<file path="src/rtl/bist_misr_ora_if.sv">
// ---------------------------------------------------------------------------
// bist_misr_ora_if
//   Bundle between the logic-BIST controller / CUT side and the output
//   response analyser (bist_misr_ora).
//
//   Parameters
//     WIDTH  response / signature width in bits
//     CNT_W  pattern counter width
//
//   Signals
//     start          controller -> ORA   begin a compaction session
//     resp_valid     CUT        -> ORA   resp holds a valid response word
//     resp           CUT        -> ORA   CUT response word
//     resp_mask      CUT        -> ORA   X-mask, only with MISR_XMASK_EN defined
//     busy           ORA -> controller   session in progress (SEED/RUN)
//     done           ORA -> controller   session finished
//     pass           ORA -> controller   final signature matched golden
//     signature      ORA -> controller   current MISR contents
//     pattern_count  ORA -> controller   responses compacted this session
//
//   Modports
//     master  driver side (controller / CUT / testbench)
//     slave   analyser side (bist_misr_ora)
//
//   Optional feature macro: MISR_XMASK_EN (adds resp_mask).
// ---------------------------------------------------------------------------
interface bist_misr_ora_if #(
    parameter int WIDTH = 36,
    parameter int CNT_W = 16
) ();

    logic             start;
    logic             resp_valid;
    logic [WIDTH-1:0] resp;
`ifdef MISR_XMASK_EN
    logic [WIDTH-1:0] resp_mask;
`endif
    logic             busy;
    logic             done;
    logic             pass;
    logic [WIDTH-1:0] signature;
    logic [CNT_W-1:0] pattern_count;

    modport master (
`ifdef MISR_XMASK_EN
        output resp_mask,
`endif
        output start,
        output resp_valid,
        output resp,
        input  busy,
        input  done,
        input  pass,
        input  signature,
        input  pattern_count
    );

    modport slave (
`ifdef MISR_XMASK_EN
        input  resp_mask,
`endif
        input  start,
        input  resp_valid,
        input  resp,
        output busy,
        output done,
        output pass,
        output signature,
        output pattern_count
    );

endinterface

</file>
<file path="src/rtl/bist_misr_ora.sv">
// ---------------------------------------------------------------------------
// bist_misr_ora
//   Output response analyser for logic BIST. Each valid CUT response word is
//   compacted into a multiple-input signature register built on the same
//   primitive polynomial as the TPG (x^36 + x^25 + x^12 + x^5 + 1). After
//   NUM_PATTERNS responses the final signature is compared with GOLDEN and
//   the verdict is presented to the BIST controller.
//
//   Parameters
//     WIDTH         response and signature width (polynomial taps assume 36)
//     NUM_PATTERNS  responses compacted per session (>= 1)
//     GOLDEN        expected final signature
//     CNT_W         pattern counter width, must be able to hold NUM_PATTERNS
//
//   Ports
//     clk   rising-edge clock
//     rst   synchronous active-high reset, aborts any session
//     bus   bist_misr_ora_if.slave:
//             start, resp_valid, resp (+ resp_mask) in;
//             busy, done, pass, signature, pattern_count out
//
//   Sequencing
//     IDLE -start-> SEED -> RUN -(last pattern accepted)-> DONE -start-> SEED
//     start is ignored while busy. SEED lasts one cycle and ignores
//     resp_valid. All outputs come straight from flops.
//
//   Optional feature macro: MISR_XMASK_EN
//     When defined, bits set in resp_mask are forced to zero before
//     compaction so unknown CUT outputs cannot corrupt the signature.
// ---------------------------------------------------------------------------
module bist_misr_ora #(
    parameter int               WIDTH        = 36,
    parameter int               NUM_PATTERNS = 1000,
    parameter logic [WIDTH-1:0] GOLDEN       = 36'h0,
    parameter int               CNT_W        = 16
) (
    input  logic           clk,
    input  logic           rst,
    bist_misr_ora_if.slave bus
);

    // Feedback tap positions of x^36 + x^25 + x^12 + x^5 + 1 (bit 0 is the
    // x^0 term, which the shift path always feeds).
    localparam int TAP_A = 5;
    localparam int TAP_B = 12;
    localparam int TAP_C = 25;

    // Counter value of the final pattern of a session.
    localparam logic [CNT_W-1:0] LAST_IDX = CNT_W'(NUM_PATTERNS - 1);

    typedef enum logic [1:0] {
        ST_IDLE = 2'd0,
        ST_SEED = 2'd1,
        ST_RUN  = 2'd2,
        ST_DONE = 2'd3
    } state_t;

    // ------------------------------------------------------------------
    // Helpers
    // ------------------------------------------------------------------

    // True for bit positions that receive the MSB feedback term.
    function automatic logic is_tap(input int pos);
        return (pos == TAP_A) || (pos == TAP_B) || (pos == TAP_C);
    endfunction

    // One MISR clock: shift up by one, fold the old MSB back into bit 0
    // and the tap positions, and XOR the response word in on every bit.
    function automatic logic [WIDTH-1:0] misr_step(
        input logic [WIDTH-1:0] sig,
        input logic [WIDTH-1:0] r
    );
        logic [WIDTH-1:0] nxt;
        logic             fb;
        fb     = sig[WIDTH-1];
        nxt[0] = fb ^ r[0];
        for (int i = 1; i < WIDTH; i++) begin
            nxt[i] = sig[i-1] ^ r[i] ^ (is_tap(i) ? fb : 1'b0);
        end
        return nxt;
    endfunction

    // ------------------------------------------------------------------
    // Declarations
    // ------------------------------------------------------------------
    state_t           state_r;
    state_t           state_next_s;

    logic [WIDTH-1:0] sig_r;
    logic [WIDTH-1:0] sig_next_s;
    logic [CNT_W-1:0] cnt_r;
    logic [CNT_W-1:0] cnt_next_s;

    logic             busy_r;
    logic             done_r;
    logic             pass_r;
    logic             pass_next_s;

    logic             accept_s;
    logic             last_s;
    logic [WIDTH-1:0] resp_eff_s;

    // ------------------------------------------------------------------
    // Response conditioning
    // ------------------------------------------------------------------
`ifdef MISR_XMASK_EN
    assign resp_eff_s = bus.resp & ~bus.resp_mask;
`else
    assign resp_eff_s = bus.resp;
`endif

    // The counter still holds the index of the pattern being accepted, so
    // LAST_IDX identifies the final one and the counter can never wrap.
    assign last_s = (cnt_r == LAST_IDX);

    // ------------------------------------------------------------------
    // FSM
    // ------------------------------------------------------------------

    // State register with synchronous reset.
    always_ff @(posedge clk) begin
        if (rst) begin
            state_r <= ST_IDLE;
        end else begin
            state_r <= state_next_s;
        end
    end

    // Next-state decode; accept_s marks a response that gets compacted.
    always_comb begin
        state_next_s = state_r;
        accept_s     = 1'b0;
        case (state_r)
            ST_IDLE: begin
                if (bus.start) begin
                    state_next_s = ST_SEED;
                end else begin
                    state_next_s = ST_IDLE;
                end
            end
            ST_SEED: begin
                state_next_s = ST_RUN;
            end
            ST_RUN: begin
                if (bus.resp_valid) begin
                    accept_s = 1'b1;
                    if (last_s) begin
                        state_next_s = ST_DONE;
                    end else begin
                        state_next_s = ST_RUN;
                    end
                end else begin
                    state_next_s = ST_RUN;
                end
            end
            ST_DONE: begin
                if (bus.start) begin
                    state_next_s = ST_SEED;
                end else begin
                    state_next_s = ST_DONE;
                end
            end
            default: begin
                state_next_s = ST_IDLE;
            end
        endcase
    end

    // ------------------------------------------------------------------
    // Datapath
    // ------------------------------------------------------------------

    // Signature/counter next values. Clearing happens both on the edge
    // that enters SEED and during SEED itself, so SEED already shows a
    // clean signature and any resp_valid during SEED is discarded.
    always_comb begin
        sig_next_s = sig_r;
        cnt_next_s = cnt_r;
        if ((state_next_s == ST_SEED) || (state_r == ST_SEED)) begin
            sig_next_s = {WIDTH{1'b0}};
            cnt_next_s = {CNT_W{1'b0}};
        end else if (accept_s) begin
            sig_next_s = misr_step(sig_r, resp_eff_s);
            cnt_next_s = cnt_r + CNT_W'(1);
        end else begin
            sig_next_s = sig_r;
            cnt_next_s = cnt_r;
        end
    end

    // Verdict: evaluated from the post-compaction signature on the edge
    // that accepts the last pattern, held through DONE, cleared otherwise.
    always_comb begin
        pass_next_s = 1'b0;
        if (accept_s && last_s) begin
            pass_next_s = (sig_next_s == GOLDEN);
        end else if (state_next_s == ST_DONE) begin
            pass_next_s = pass_r;
        end else begin
            pass_next_s = 1'b0;
        end
    end

    // Signature, counter and status flops; status is decoded from the
    // next state so busy/done line up with the state they describe.
    always_ff @(posedge clk) begin
        if (rst) begin
            sig_r  <= {WIDTH{1'b0}};
            cnt_r  <= {CNT_W{1'b0}};
            busy_r <= 1'b0;
            done_r <= 1'b0;
            pass_r <= 1'b0;
        end else begin
            sig_r  <= sig_next_s;
            cnt_r  <= cnt_next_s;
            busy_r <= (state_next_s == ST_SEED) || (state_next_s == ST_RUN);
            done_r <= (state_next_s == ST_DONE);
            pass_r <= pass_next_s;
        end
    end

    // ------------------------------------------------------------------
    // Outputs
    // ------------------------------------------------------------------
    assign bus.busy          = busy_r;
    assign bus.done          = done_r;
    assign bus.pass          = pass_r;
    assign bus.signature     = sig_r;
    assign bus.pattern_count = cnt_r;

endmodule

</file>
<file path="src/flat_wrapper.sv">
// flat-port wrapper written by rule: the top's interface ports become plain ports
module bist_misr_ora_flat 
#(
    parameter int               WIDTH        = 36,
    parameter int               NUM_PATTERNS = 1000,
    parameter logic [WIDTH-1:0] GOLDEN       = 36'h0,
    parameter int               CNT_W        = 16
)
  (clk, rst, bus_start, bus_resp_valid, bus_resp, bus_busy, bus_done, bus_pass, bus_signature, bus_pattern_count);
  bist_misr_ora_if #(.WIDTH(WIDTH), .CNT_W(CNT_W)) bus_i ();
  input  logic clk;
  input  logic rst;
  input wire logic [$bits(bus_i.start)-1:0] bus_start;
  input wire logic [$bits(bus_i.resp_valid)-1:0] bus_resp_valid;
  input wire logic [$bits(bus_i.resp)-1:0] bus_resp;
  output wire logic [$bits(bus_i.busy)-1:0] bus_busy;
  output wire logic [$bits(bus_i.done)-1:0] bus_done;
  output wire logic [$bits(bus_i.pass)-1:0] bus_pass;
  output wire logic [$bits(bus_i.signature)-1:0] bus_signature;
  output wire logic [$bits(bus_i.pattern_count)-1:0] bus_pattern_count;
  assign bus_i.start = bus_start;
  assign bus_i.resp_valid = bus_resp_valid;
  assign bus_i.resp = bus_resp;
  assign bus_busy = bus_i.busy;
  assign bus_done = bus_i.done;
  assign bus_pass = bus_i.pass;
  assign bus_signature = bus_i.signature;
  assign bus_pattern_count = bus_i.pattern_count;
  bist_misr_ora #(.WIDTH(WIDTH), .NUM_PATTERNS(NUM_PATTERNS), .GOLDEN(GOLDEN), .CNT_W(CNT_W)) u_core (.clk(clk), .rst(rst), .bus(bus_i));
endmodule
</file>
<file path="config.mk">
export PLATFORM = sky130hd
export DESIGN_NAME = bist_misr_ora_flat
export DESIGN_NICKNAME = d
export VERILOG_FILES = /design/src/rtl/bist_misr_ora_if.sv /design/src/rtl/bist_misr_ora.sv /design/src/flat_wrapper.sv
export SDC_FILE = /design/constraint.sdc
export NUM_CORES = 1
export LEC_CHECK = 0
export BUFFER_PORTS_ARGS = -buffer_cell sky130_fd_sc_hd__buf_2
export CAP_MARGIN = 20
export CORE_MARGIN = 2
export CORE_UTILIZATION = 30
export CTS_CLUSTER_DIAMETER = 100
export DETAILED_ROUTE_END_ITERATION = 7
export MAX_ROUTING_LAYER = met4
export PLACE_DENSITY = 0.53
export SLEW_MARGIN = 10
export SYNTH_ARGS = -nofsm -noshare
export SYNTH_HDL_FRONTEND = slang
export SYNTH_SLANG_ARGS = --single-unit
</file>
<file path="constraint.sdc">
create_clock -name clk -period 2.8 [get_ports clk]
set_input_delay 0.28 -clock clk [delete_from_list [all_inputs] [get_ports clk]]
set_output_delay 0.28 -clock clk [all_outputs]
set_load 0.02 [all_outputs]
</file>
==> impl_metrics.toml <==
[min_path]
hp-start = "rst"
hp-class = "primary input to flip-flop"
holdPathStages = 2
min_to = "u_core.state_r[0]$_SDFF_PP0_"

[clock_network]
ctsResizeCount = 0
cts_setup_buffers = 0
clk_pin_slew_worst_paths_ns = 0.06
cts_num_sinks = 57
h-tree-depth = 3
insertion_delay_ns = 0.33
cts_root_buffer = "clkbuf_8"
cts_hold_buf = 0
numCtsBuffers = 9
cts_buffer_depth = 2
cts_tree = "built"

[placed_design]
dpl-instance-area_mm2 = 0.00341
numPortBuffers = 94
dp_hpwl_mm = 6.02
gp_congestion = 0.830

[sta]
finalHoldWorstSlack_ns = 0.218
slew_viol_final = 0
fmax_ghz = 0.429
finalHoldViolCount = 0
worst_slew_pin_slew_ns = 0.600
setup_violations = 0
rsz0062_at_grt = "false"
fin_skew_ns = 0.0104
period_share_pct = 83.3
layout_min_cycle_time_ns = 2.33
setup_tns_ns = 0
slew_headroom_pct = 60.0

[synthesis]
synth_edf_count = 0
ys_seq_area_share_pct = 40.2
yosys_warnings = 0
synthCells = 331
synth_most_common_cell = "dfxtp_1"
yosysUniqueCellTypes = 42
async_flop_share_pct = 0
yosysTopAreaCellShare_pct = 40.2
synthAdderAreaFrac_pct = 1.32
syn_area_mm2 = 0.00284
synth_area_leaders = "dfxtp_1 40%, xnor2_1 12%, a211oi_1 9.0%, nor2_1 7.4%, xor2_1 4.3%"
synth_compound_area_share_pct = 13.7
yosys-mux-area-fraction_pct = 0
synth_nets = 374
synth-simple-area-share_pct = 24.9
syn_avg_cell_area_um2 = 8.57
synth.top_cells.by_count = "57 x dfxtp_1, 56 x nor2_1, 39 x xnor2_1"
ys_ff_latch = 57
synth_top_family_by_area = "simple AND/OR/NAND/NOR gates"
ys.flop_type = "dfxtp_1"
synth_xor_area_share_pct = 16.4
yosys.area.top_type = "dfxtp_1"

[power]
power_mw = 1.89
leakagePower_nw = 1.44
pwr_density_cell_mw_per_mm2 = 526
peakVddDrop_mv = 0.212

[worst_setup_path]
worstPathCellList = "and4b_4 -> nand2_2 -> or3_1 -> nand2_1 -> ha_1 -> a21oi_1 -> or4_1 -> a21o_1 -> o31ai_2"
r2r_slack_ns = 0.47
crit_buf_inv = 0
slowest_delay_ns = 0.45
r2r_end = "u_core.bus.pass$_SDFFE_PP0P_"
r2r_start = "u_core.state_r[1]$_SDFF_PP0_"
reg2reg_depth = 9
critPathCaptureType = "flip-flop"
cp-start-kind = "flip-flop"
path_class = "flip-flop to flip-flop"
critPathRequiredTime_ns = 3.05
critical_path.top_delay_family = "simple AND/OR/NAND/NOR gates"
crit_path_max_fanout = 8
crit_slowest_cell = "dfxtp_1"
worst_ep_arrival_time_ns = 2.58

[die]
core_area_mm2 = 0.00920
io_pins = 95
die_area_mm2 = 0.0102
die_y_um = 101
die-width_um = 101
start_util_pct = 30.8
num_rows = 35

[global_route]
first_global_vias = 2519
antenna_found_initial = 0
grt_overflow = 0
grtUsageTotal_pct = 16.4
grt_pass1_wl_mm = 12.6
grt_max_degree = 38

[layout]
fin_area_mm2 = 0.00360
nets = 467
areaGrowthSynthToFinish_pct = 27.0
drive_above_1_share_pct = 29.4
fillers = 964
antenna_cells = 0

[routing]
routed_wirelength_mm = 7.87
first_iter_violations = 97
drtAntennaViolNets = 0
num_vias = 2645
first_pass_iters = 4
drc = 0
post_drt_wl_per_cell_um = 14.6
vias_per_cell = 4.90

[run_status]
status = "complete, no violations"

[run]
cap_violations = 0
-- power breakdown --
group          total, mW  switching [mW]  internal, mW
Clock              0.738           0.322         0.416
Sequential         0.866          0.0312         0.834
Combinational      0.291           0.174         0.118
Total               1.89           0.527          1.37
-- through the flow --
step | cells | utilization, % | setup WS (ns)
floorplan | 331 | - | 0.549
global placement | 524 | 37.1 | 0.569
detailed placement | 524 | 37.1 | 0.513
CTS | 540 | 39.2 | 0.486
global route | 540 | 39.2 | 0.297
finish | 540 | 39.2 | 0.469
-- layout by cell type (no fill, tap or decap), types with 2 or more instances in the layout --
master	netlist	layout
xor2_1	14	14
or2_2	4	4
nand3_1	12	12
and2_1	3	3
a21oi_1	10	10
a211oi_1	34	34
buf_4	1	6
nand4_1	9	9
o311ai_0	2	2
or3_1	5	5
nor2_1	56	56
inv_1	4	4
or4_1	2	2
o21ai_0	2	2
ha_1	3	3
and3_1	2	2
clkinv_2	0	2
nor2b_1	2	2
dfxtp_1	57	57
clkbuf_8	0	13
nand2_1	20	20
nor3_1	10	10
nor4_1	7	7
buf_2	5	94
xnor2_1	39	39
-- registers in the layout (all words and copies together), names as in the netlist --
| register | flops |
|---|---|
| u_core.bus.signature | 36 |
| u_core.state_r | 2 |
| u_core.bus.pass | 1 |
| u_core.bus.pattern_count | 16 |
| u_core.bus.done | 1 |
| u_core.bus.busy | 1 |
-- per-layer routing --
metal	up-vias	GRT usage, %	part of all wire, %
met4	0	4.68	0.84
met5	-	-	0
met3	8	4.21	5.7
li1	1357	-	-
met2	71	25.2	44
met1	1209	21.4	49
-- worst max-delay path by stage --
stage	from	end	slack [ns]	cells past startpoint
after floorplan	u_core.bus.pattern_count[2]$_SDFFE_PP0P_	u_core.bus.signature[29]$_SDFF_PP0_	0.55	10
after global placement	u_core.state_r[0]$_SDFF_PP0_	u_core.bus.pass$_SDFFE_PP0P_	0.57	9
after detailed placement	u_core.state_r[1]$_SDFF_PP0_	u_core.bus.pass$_SDFFE_PP0P_	0.51	9
after CTS	u_core.state_r[1]$_SDFF_PP0_	u_core.bus.pass$_SDFFE_PP0P_	0.49	9
after global routing	u_core.state_r[1]$_SDFF_PP0_	u_core.bus.pass$_SDFFE_PP0P_	0.30	9
final	u_core.state_r[1]$_SDFF_PP0_	u_core.bus.pass$_SDFFE_PP0P_	0.47	9
-- worst reg2reg max path: cells and delay by family (launching register included) --
| family | cells | cell delay [ns] |
|---|---|---|
| and+or+nand+nor | 5 | 1.32 |
| DFF | 1 | 0.45 |
| AOI/OAI and AO/OA | 3 | 0.34 |
| adders and majority gates | 1 | 0.15 |
-- cell families after synthesis --
logic type               after synthesis
XOR/XNOR                              53
AO/OA/AOI/OAI                         54
flip-flops                            57
AND/OR/NAND/NOR                      142
buffers and inverters                 22
adder cells (fa/ha/maj)                3
-- cell type report --
class	instances	area [µm²]	share of cell area, %
Multi-Input combinational cell	252	1600	44.4
Clock buffer	14	183	5.07
Sequential cell	57	1140	31.7
Tap cell	111	139	3.86
Clock inverter	2	10.0	0.278
Timing Repair Buffer	100	515	14.3
Inverter	4	15.0	0.417
Note: power is estimated with default switching activity, not from simulation.
